### config.mk
export PLATFORM = sky130hd
export DESIGN_NAME = mod_mul_pow2_seq
export DESIGN_NICKNAME = d
export VERILOG_FILES = /design/src/rtl/poly_arith_pkg.sv /design/src/rtl/mod_mul_by_2.sv /design/src/rtl/mod_mul_pow2_seq.sv
export SDC_FILE = /design/constraint.sdc
export NUM_CORES = 1
export LEC_CHECK = 0
export BUFFER_PORTS_ARGS = -buffer_cell sky130_fd_sc_hd__buf_2
export CAP_MARGIN = 5
export CORE_MARGIN = 2
export CORE_UTILIZATION = 40
export DETAILED_ROUTE_END_ITERATION = 8
export PLACE_DENSITY = 0.61
export SKIP_LAST_GASP = 1
export SYNTH_ARGS = -nofsm -noshare
export SYNTH_HDL_FRONTEND = slang
export SYNTH_SLANG_ARGS = --single-unit
### constraint.sdc
create_clock -name clk -period 3.4 [get_ports clk]
set_clock_uncertainty 0.2 [all_clocks]
set_input_delay 0.17 -clock clk [delete_from_list [all_inputs] [get_ports clk]]
set_output_delay 0.17 -clock clk [all_outputs]
set_load 0.1 [all_outputs]
### src/rtl/poly_arith_pkg.sv
// rtl/poly_arith_pkg.sv - shared ML-KEM coefficient types, modulus and scaler FSM states
package poly_arith_pkg;

    typedef logic [11:0] coeff_t;

    localparam coeff_t Q           = 12'd3329;
    localparam int     SHIFT_W_DEF = 3;

    typedef enum logic [1:0] {
        IDLE,
        SHIFT,
        DONE
    } mul_pow2_state_e;

endpackage

### src/rtl/mod_mul_by_2.sv
// rtl/mod_mul_by_2.sv - combinational doubling modulo q with a single conditional subtract
module mod_mul_by_2
    import poly_arith_pkg::*;
(
    input  coeff_t x_i,
    output coeff_t y_o
);

    // 2x of a reduced coefficient is below 2q, so one subtract always suffices
    logic [12:0] s;
    logic [12:0] s_red;

    assign s     = {x_i, 1'b0};
    assign s_red = s - {1'b0, Q};
    assign y_o   = (s >= {1'b0, Q}) ? s_red[11:0] : s[11:0];

endmodule

### src/rtl/mod_mul_pow2_seq.sv
// rtl/mod_mul_pow2_seq.sv - sequential x*2^k mod q scaler, one doubling per cycle (option: MOD_MUL_POW2_REDUCE_IN_EN)
module mod_mul_pow2_seq
    import poly_arith_pkg::*;
#(
    parameter int SHIFT_W = SHIFT_W_DEF
) (
    input  logic               clk,
    input  logic               rst_n,
    input  coeff_t             op_i,
    input  logic [SHIFT_W-1:0] k_i,
    input  logic               valid_i,
    output logic               ready_o,
    output coeff_t             op_o,
    output logic               valid_o,
    input  logic               ready_i,
    output logic               busy_o
);

    mul_pow2_state_e    state_q;
    coeff_t             acc_q;
    logic [SHIFT_W-1:0] cnt_q;
    coeff_t             op_q;
    logic               valid_q;
    logic               ready_q;
    logic               busy_q;

    coeff_t             op_in;
    coeff_t             acc_dbl;

`ifdef MOD_MUL_POW2_REDUCE_IN_EN
    // Any 12-bit input is below 2q, so one subtract brings it into [0, q-1]
    coeff_t op_red;
    assign op_red = op_i - Q;
    assign op_in  = (op_i >= Q) ? op_red : op_i;
`else
    assign op_in = op_i;
`endif

    mod_mul_by_2 u_dbl (
        .x_i (acc_q),
        .y_o (acc_dbl)
    );

    // Control FSM with registered handshake outputs; outputs move together with the state
    always_ff @(posedge clk or negedge rst_n) begin
        if (!rst_n) begin
            state_q <= IDLE;
            acc_q   <= '0;
            cnt_q   <= '0;
            op_q    <= '0;
            valid_q <= 1'b0;
            ready_q <= 1'b1;
            busy_q  <= 1'b0;
        end else begin
            case (state_q)
                IDLE: begin
                    if (valid_i && ready_q) begin
                        acc_q   <= op_in;
                        cnt_q   <= k_i;
                        ready_q <= 1'b0;
                        busy_q  <= 1'b1;
                        if (k_i == '0) begin
                            state_q <= DONE;
                            op_q    <= op_in;
                            valid_q <= 1'b1;
                        end else begin
                            state_q <= SHIFT;
                        end
                    end
                end
                SHIFT: begin
                    // cnt_q is at least 1 here, so the decrement never wraps
                    acc_q <= acc_dbl;
                    cnt_q <= cnt_q - 1'b1;
                    if (cnt_q == SHIFT_W'(1)) begin
                        state_q <= DONE;
                        op_q    <= acc_dbl;
                        valid_q <= 1'b1;
                    end
                end
                DONE: begin
                    // Result held until the consumer takes it; no new accept this cycle
                    if (ready_i) begin
                        state_q <= IDLE;
                        op_q    <= '0;
                        valid_q <= 1'b0;
                        ready_q <= 1'b1;
                        busy_q  <= 1'b0;
                    end
                end
                default: begin
                    state_q <= IDLE;
                    valid_q <= 1'b0;
                    ready_q <= 1'b1;
                    busy_q  <= 1'b0;
                end
            endcase
        end
    end

    assign op_o    = op_q;
    assign valid_o = valid_q;
    assign ready_o = ready_q;
    assign busy_o  = busy_q;

endmodule

# Yosys cells after proc, flatten, opt, wreduce, memory -nomap -nowiden
# Index checks and enable logic that the tools add are counted.
# word_totals
register_bits	32
inputBits	19
out_inout_bits	15
elab_cells	53
# op_classes
n_addsub	2
order_cmp	1
eq_ne	7
mux	25
bitwise	1
n_reduce_logical	10
# ops
cell	count
12-bit two-way mux	6
12-bit one-hot mux with 3 select lines	1
12-bit one-hot mux with 2 select lines	1
13-bit by 12-bit greater-or-equal comparator with 1-bit output, second input constant	1
12-bit subtractor, second input constant	1
1-bit one-hot mux with 3 select lines	3
2-bit two-way mux	4
2-bit inequality test, second input constant	4
1-bit two-way mux	7
2-bit one-hot mux with 3 select lines	1
3-bit one-hot mux with 2 select lines	1
3-bit AND reduction	2
5-bit AND reduction	1
4-bit AND reduction	1
3-bit by 1-bit == test with 1-bit output, second input constant	1
3-bit zero test	1
3-bit two-way mux	1
3-bit nonzero test	1
3-bit by 1-bit subtractor with 3-bit output, second input constant	1
2-bit by 1-bit == test with 1-bit output, second input constant	1
2-bit == test, second input constant	1
2-bit zero test	1
2-bit AND reduction	1
2-bit nonzero test	1
2 further kinds	2

# Longest topological paths before layout
# depth
word_depth	4
ltp_mapped	9
depth_no_buf	7

# By module
# A second synthesis with hierarchy kept.
# unflattened
cells_unflattened	222
area_unflattened_um2	2090.8
# by_module_without_submodules
module	instances	cells_each	area_each_um2
mod_mul_pow2_seq	1	171	1714.1
mod_mul_by_2	1	51	376.6

# Worst setup path after synthesis
# Ideal clock, no wire load.
# synth_path
kind	register to register
startpoint	register ready_q (netlist: ready_o)
endpoint	register op_q[5] (netlist: op_o[5])
arrival_ps	2044
required_ps	3074
slack_ps	1030
path_stages_with_launch	6
period_less_slack_ps	2370
path_cell_list	dfstp_2 -> a21boi_1 -> a211oi_4 -> nand2_4 -> buf_6 -> a221o_1
# synth_via
elab_chain_len	3
# synth_rtl
item	line_no	rtl
start, declared	mod_mul_pow2_seq.sv:24	logic ready_q;
start signal, assigned	mod_mul_pow2_seq.sv:52	ready_q <= 1'b1;
start signal, assigned	mod_mul_pow2_seq.sv:60	ready_q <= 1'b0;
start signal, assigned	mod_mul_pow2_seq.sv:87	ready_q <= 1'b1;
1-bit logical AND	mod_mul_pow2_seq.sv:57	if (valid_i && ready_q) begin
2-bit inequality test (no source line)	--	
5-bit AND reduction (no source line)	--	
end signal, assigned	mod_mul_pow2_seq.sv:64	op_q <= op_in;
end signal, assigned	mod_mul_pow2_seq.sv:77	op_q <= acc_dbl;
end, declared	mod_mul_pow2_seq.sv:22	coeff_t op_q;
# No other way between the ends.
# A chain may end at the register's enable or synchronous reset.

# Worst setup path in the final report
# layout_path
startpoint	register state_q[0]
endpoint	register op_q[11] (netlist: op_o[11])
# layout_via
elab_chain_len	3
elab_cells_between_ends	10
classes_between	eq/ne (6); mux (1); reduce/logical (3)
# layout_rtl
item	line_no	rtl
start, declared	mod_mul_pow2_seq.sv:19	mul_pow2_state_e state_q;
start signal, assigned	mod_mul_pow2_seq.sv:47	state_q <= IDLE;
start signal, assigned	mod_mul_pow2_seq.sv:63	state_q <= DONE;
start signal, assigned	mod_mul_pow2_seq.sv:67	state_q <= SHIFT;
2-bit by 1-bit == test with 1-bit output, or another cell as far along	mod_mul_pow2_seq.sv:55	case (state_q)
2-bit inequality test (no source line) or 3-bit nonzero test (tied branches)	--	
5-bit AND reduction (no source line)	--	
# Parallel ways exist; a longest one is shown, timed or not.

==> impl_metrics.tcl <==
set metrics [dict create \
    antennaDiodeCount 0 \
    ioPinCount 34 \
    setup_viol_count_final 0 \
    clk_latency_ns 0.29 \
    synth_edf_count 0 \
    tritoncts "built" \
    synth_area_leaders "dfrtp_1, nand2_1, nor2_1" \
    fillCellCount 527 \
    vias_per_cell 5.61 \
    synth.cell_area_sq_um 2100 \
    vias 1929 \
    crit_buf_inv 1 \
    yosys_register_bits 32 \
    cts_max_path_buffers 2 \
    cp-startpoint "state_q[0]" \
    grt_max_degree 33 \
    portBuffers 33 \
    die_w_um 76.5 \
    place.gp.congestion 0.930 \
    grt_pass1_wl_mm 9.43 \
    hold_class "in2reg" \
    core_sq_um 5070 \
    worst_path_max_delay_cell "a211oi_4" \
    antenna_found_initial 0 \
    drt-total-wl_mm 5.65 \
    slew_violations 0 \
    async_flop_share_pct 100 \
    avgSynthCellArea_sq_um 8.87 \
    rsz0062_at_grt "false" \
    syn_inst 237 \
    ctsRootBufferMaster "clkbuf_8" \
    min_period_ns 2.51 \
    grt_pass1_vias 1858 \
    worstSetupPathType "reg2reg" \
    max_cap_viol_count 0 \
    r2r_slack_ns 0.89 \
    ys_warn_count 0 \
    drt_iter0_markers 194 \
    path_depth 7 \
    rr_endpoint "op_o[11]" \
    synth_flop_cell "dfrtp_1" \
    end_kind "flip-flop" \
    postRouteAntennaNets 0 \
    tightest_slew_ns 0.743 \
    grt_use_total_pct 20.1 \
    timing.final.crit_share_pct 73.8 \
    fmax_mhz 398 \
    area_growth_pct 16.4 \
    cts-htree-levels 2 \
    critPathLaunchType "flip-flop" \
    crit_path_max_incr_delay_ns 0.47 \
    fin_nets 298 \
    slew_headroom_pct 50.5 \
    cts_made_buffers 5 \
    synthesis.nets 262 \
    clkSlewWorstSetupHoldPaths_ns 0.07 \
    first_pass_iters 4 \
    dieArea_sq_um 5850 \
    synth_seq_area_share_pct 38.1 \
    status "finished clean" \
    drc 0 \
    drive_gt1_share_pct 21.2 \
    crit_chain "inv_1, ha_1, a21boi_1, a211oi_4, nand2_4, nor2_1, a221o_1" \
    hold_viol 0 \
    start_util_pct 41.4 \
    synth_top_area_share_pct 36.9 \
    crit_arrival_ns 2.54 \
    final_cell_mix "buf_2, dfrtp_1, nand2_1" \
    rr_startpoint "state_q[0]" \
    hpwl_mm 3.84 \
    rows 26 \
    yosysUniqueCellTypes 56 \
    mostFrequentLayoutCell "buf_2" \
    endpoint "op_o[11]" \
    reg2reg_depth 7 \
    fin_setup_tns_ns 0 \
    critical_path_required_ns 3.43 \
    routedWlPerCell_um 16.4 \
    grt-ovfl-total 0 \
    synth.largest_area_cell "dfrtp_1" \
    cts_sinks 32 \
    path_delay_family "compound AO/OA/AOI/OAI gates" \
    fp.dieH_um 76.5 \
    path_max_fanout 22 \
]
## tightest hold or removal path, cell delays in order
cell and delay, ns:
buf_2 0.10, nor3_1 0.08, nand2_1 0.07, a21oi_1 0.05
## layer usage
metal	track usage [%]	part of all wire, %	up-vias
met2	29.8	43	81
li1	-	-	932
met4	6.91	2.2	0
met1	28.6	48	904
met5	0	0	-
met3	4.86	6.6	12
## synth_stat cells (all sizes together) (2+ instances only)
cell type   n
o211ai      3
nand3       7
nor3b       8
ha          6
nor3        9
nand2      26
nand2b      2
buf         8
xnor2       2
mux2i       4
a21oi      15
a21boi      3
nor2       22
a21o        4
o21ai      15
dfrtp      31
clkbuf      5
o21bai      2
o221ai      2
nand4       2
a2bb2oi     2
a211oi      4
a31o        4
nor2b       4
a31oi       5
inv        12
a221o       6
xor2        2
nor4        2
mux2        3
## how the worst min path moves through the flow
stage,start,to,slack [ns],cells past startpoint
after global placement,rst_n,cnt_q[2],0.09,1
after detailed placement,rst_n,cnt_q[2],0.08,1
after global routing,op_i[4],acc_q[4],0.04,4
after CTS,k_i[0],state_q[1],0.01,4
after floorplan,rst_n,acc_q[0],-0.33,0
final,k_i[0],state_q[1],0.02,4
## per-stage QoR
stage	hold slack [ns]	std cells	worst slack, ns	area, sq um	utilization (%)
after floorplan	-0.326	237	1.03	2100	-
after global placement	0.0887	329	0.901	2290	45.1
after detailed placement	0.0834	329	0.916	2290	45.1
after CTS	0.0125	344	0.901	2450	48.2
after global routing	0.0369	344	0.730	2450	48.2
final	0.0187	344	0.891	2450	48.2
## layout make-up
| cell class | instances | area, sq um | area share, % |
|---|---|---|---|
| multi-input combinational | 179 | 1160 | 47.6 |
| inverter | 12 | 45.0 | 1.84 |
| tap | 70 | 87.6 | 3.58 |
| clock buffer | 8 | 90.1 | 3.68 |
| sequential | 32 | 802 | 32.8 |
| timing repair buffer | 43 | 258 | 10.5 |
## flip-flops by register name, summed over array words and instances (netlist names)
| name | cells |
|---|---|
| acc_q | 12 |
| state_q | 2 |
| busy_o | 1 |
| cnt_q | 3 |
| valid_o | 1 |
| ready_o | 1 |
| op_o | 12 |
## kinds of logic (layout without fill, tap and decap cells)
group | count (synthesis) | after routing | synth area share, %
AND/OR/NAND/NOR | 88 | 88 | 21.4
AO/OA/AOI/OAI | 74 | 74 | 25.3
flip-flops | 32 | 32 | 38.1
buffers and inverters | 26 | 63 | 6.48
multiplexers | 7 | 7 | 3.51
adder cells (fa/ha/maj) | 6 | 6 | 3.57
XOR/XNOR | 4 | 4 | 1.67
## repair_timing
item,CTS,global route
resized for setup,0,0
hold buffers,7,0
setup buffers,0,0
hold endpoints to repair,38,0
Power is left out: the tool's default activity adds up to more than one toggle a clock period on the data nets, which glitch-free logic cannot reach.
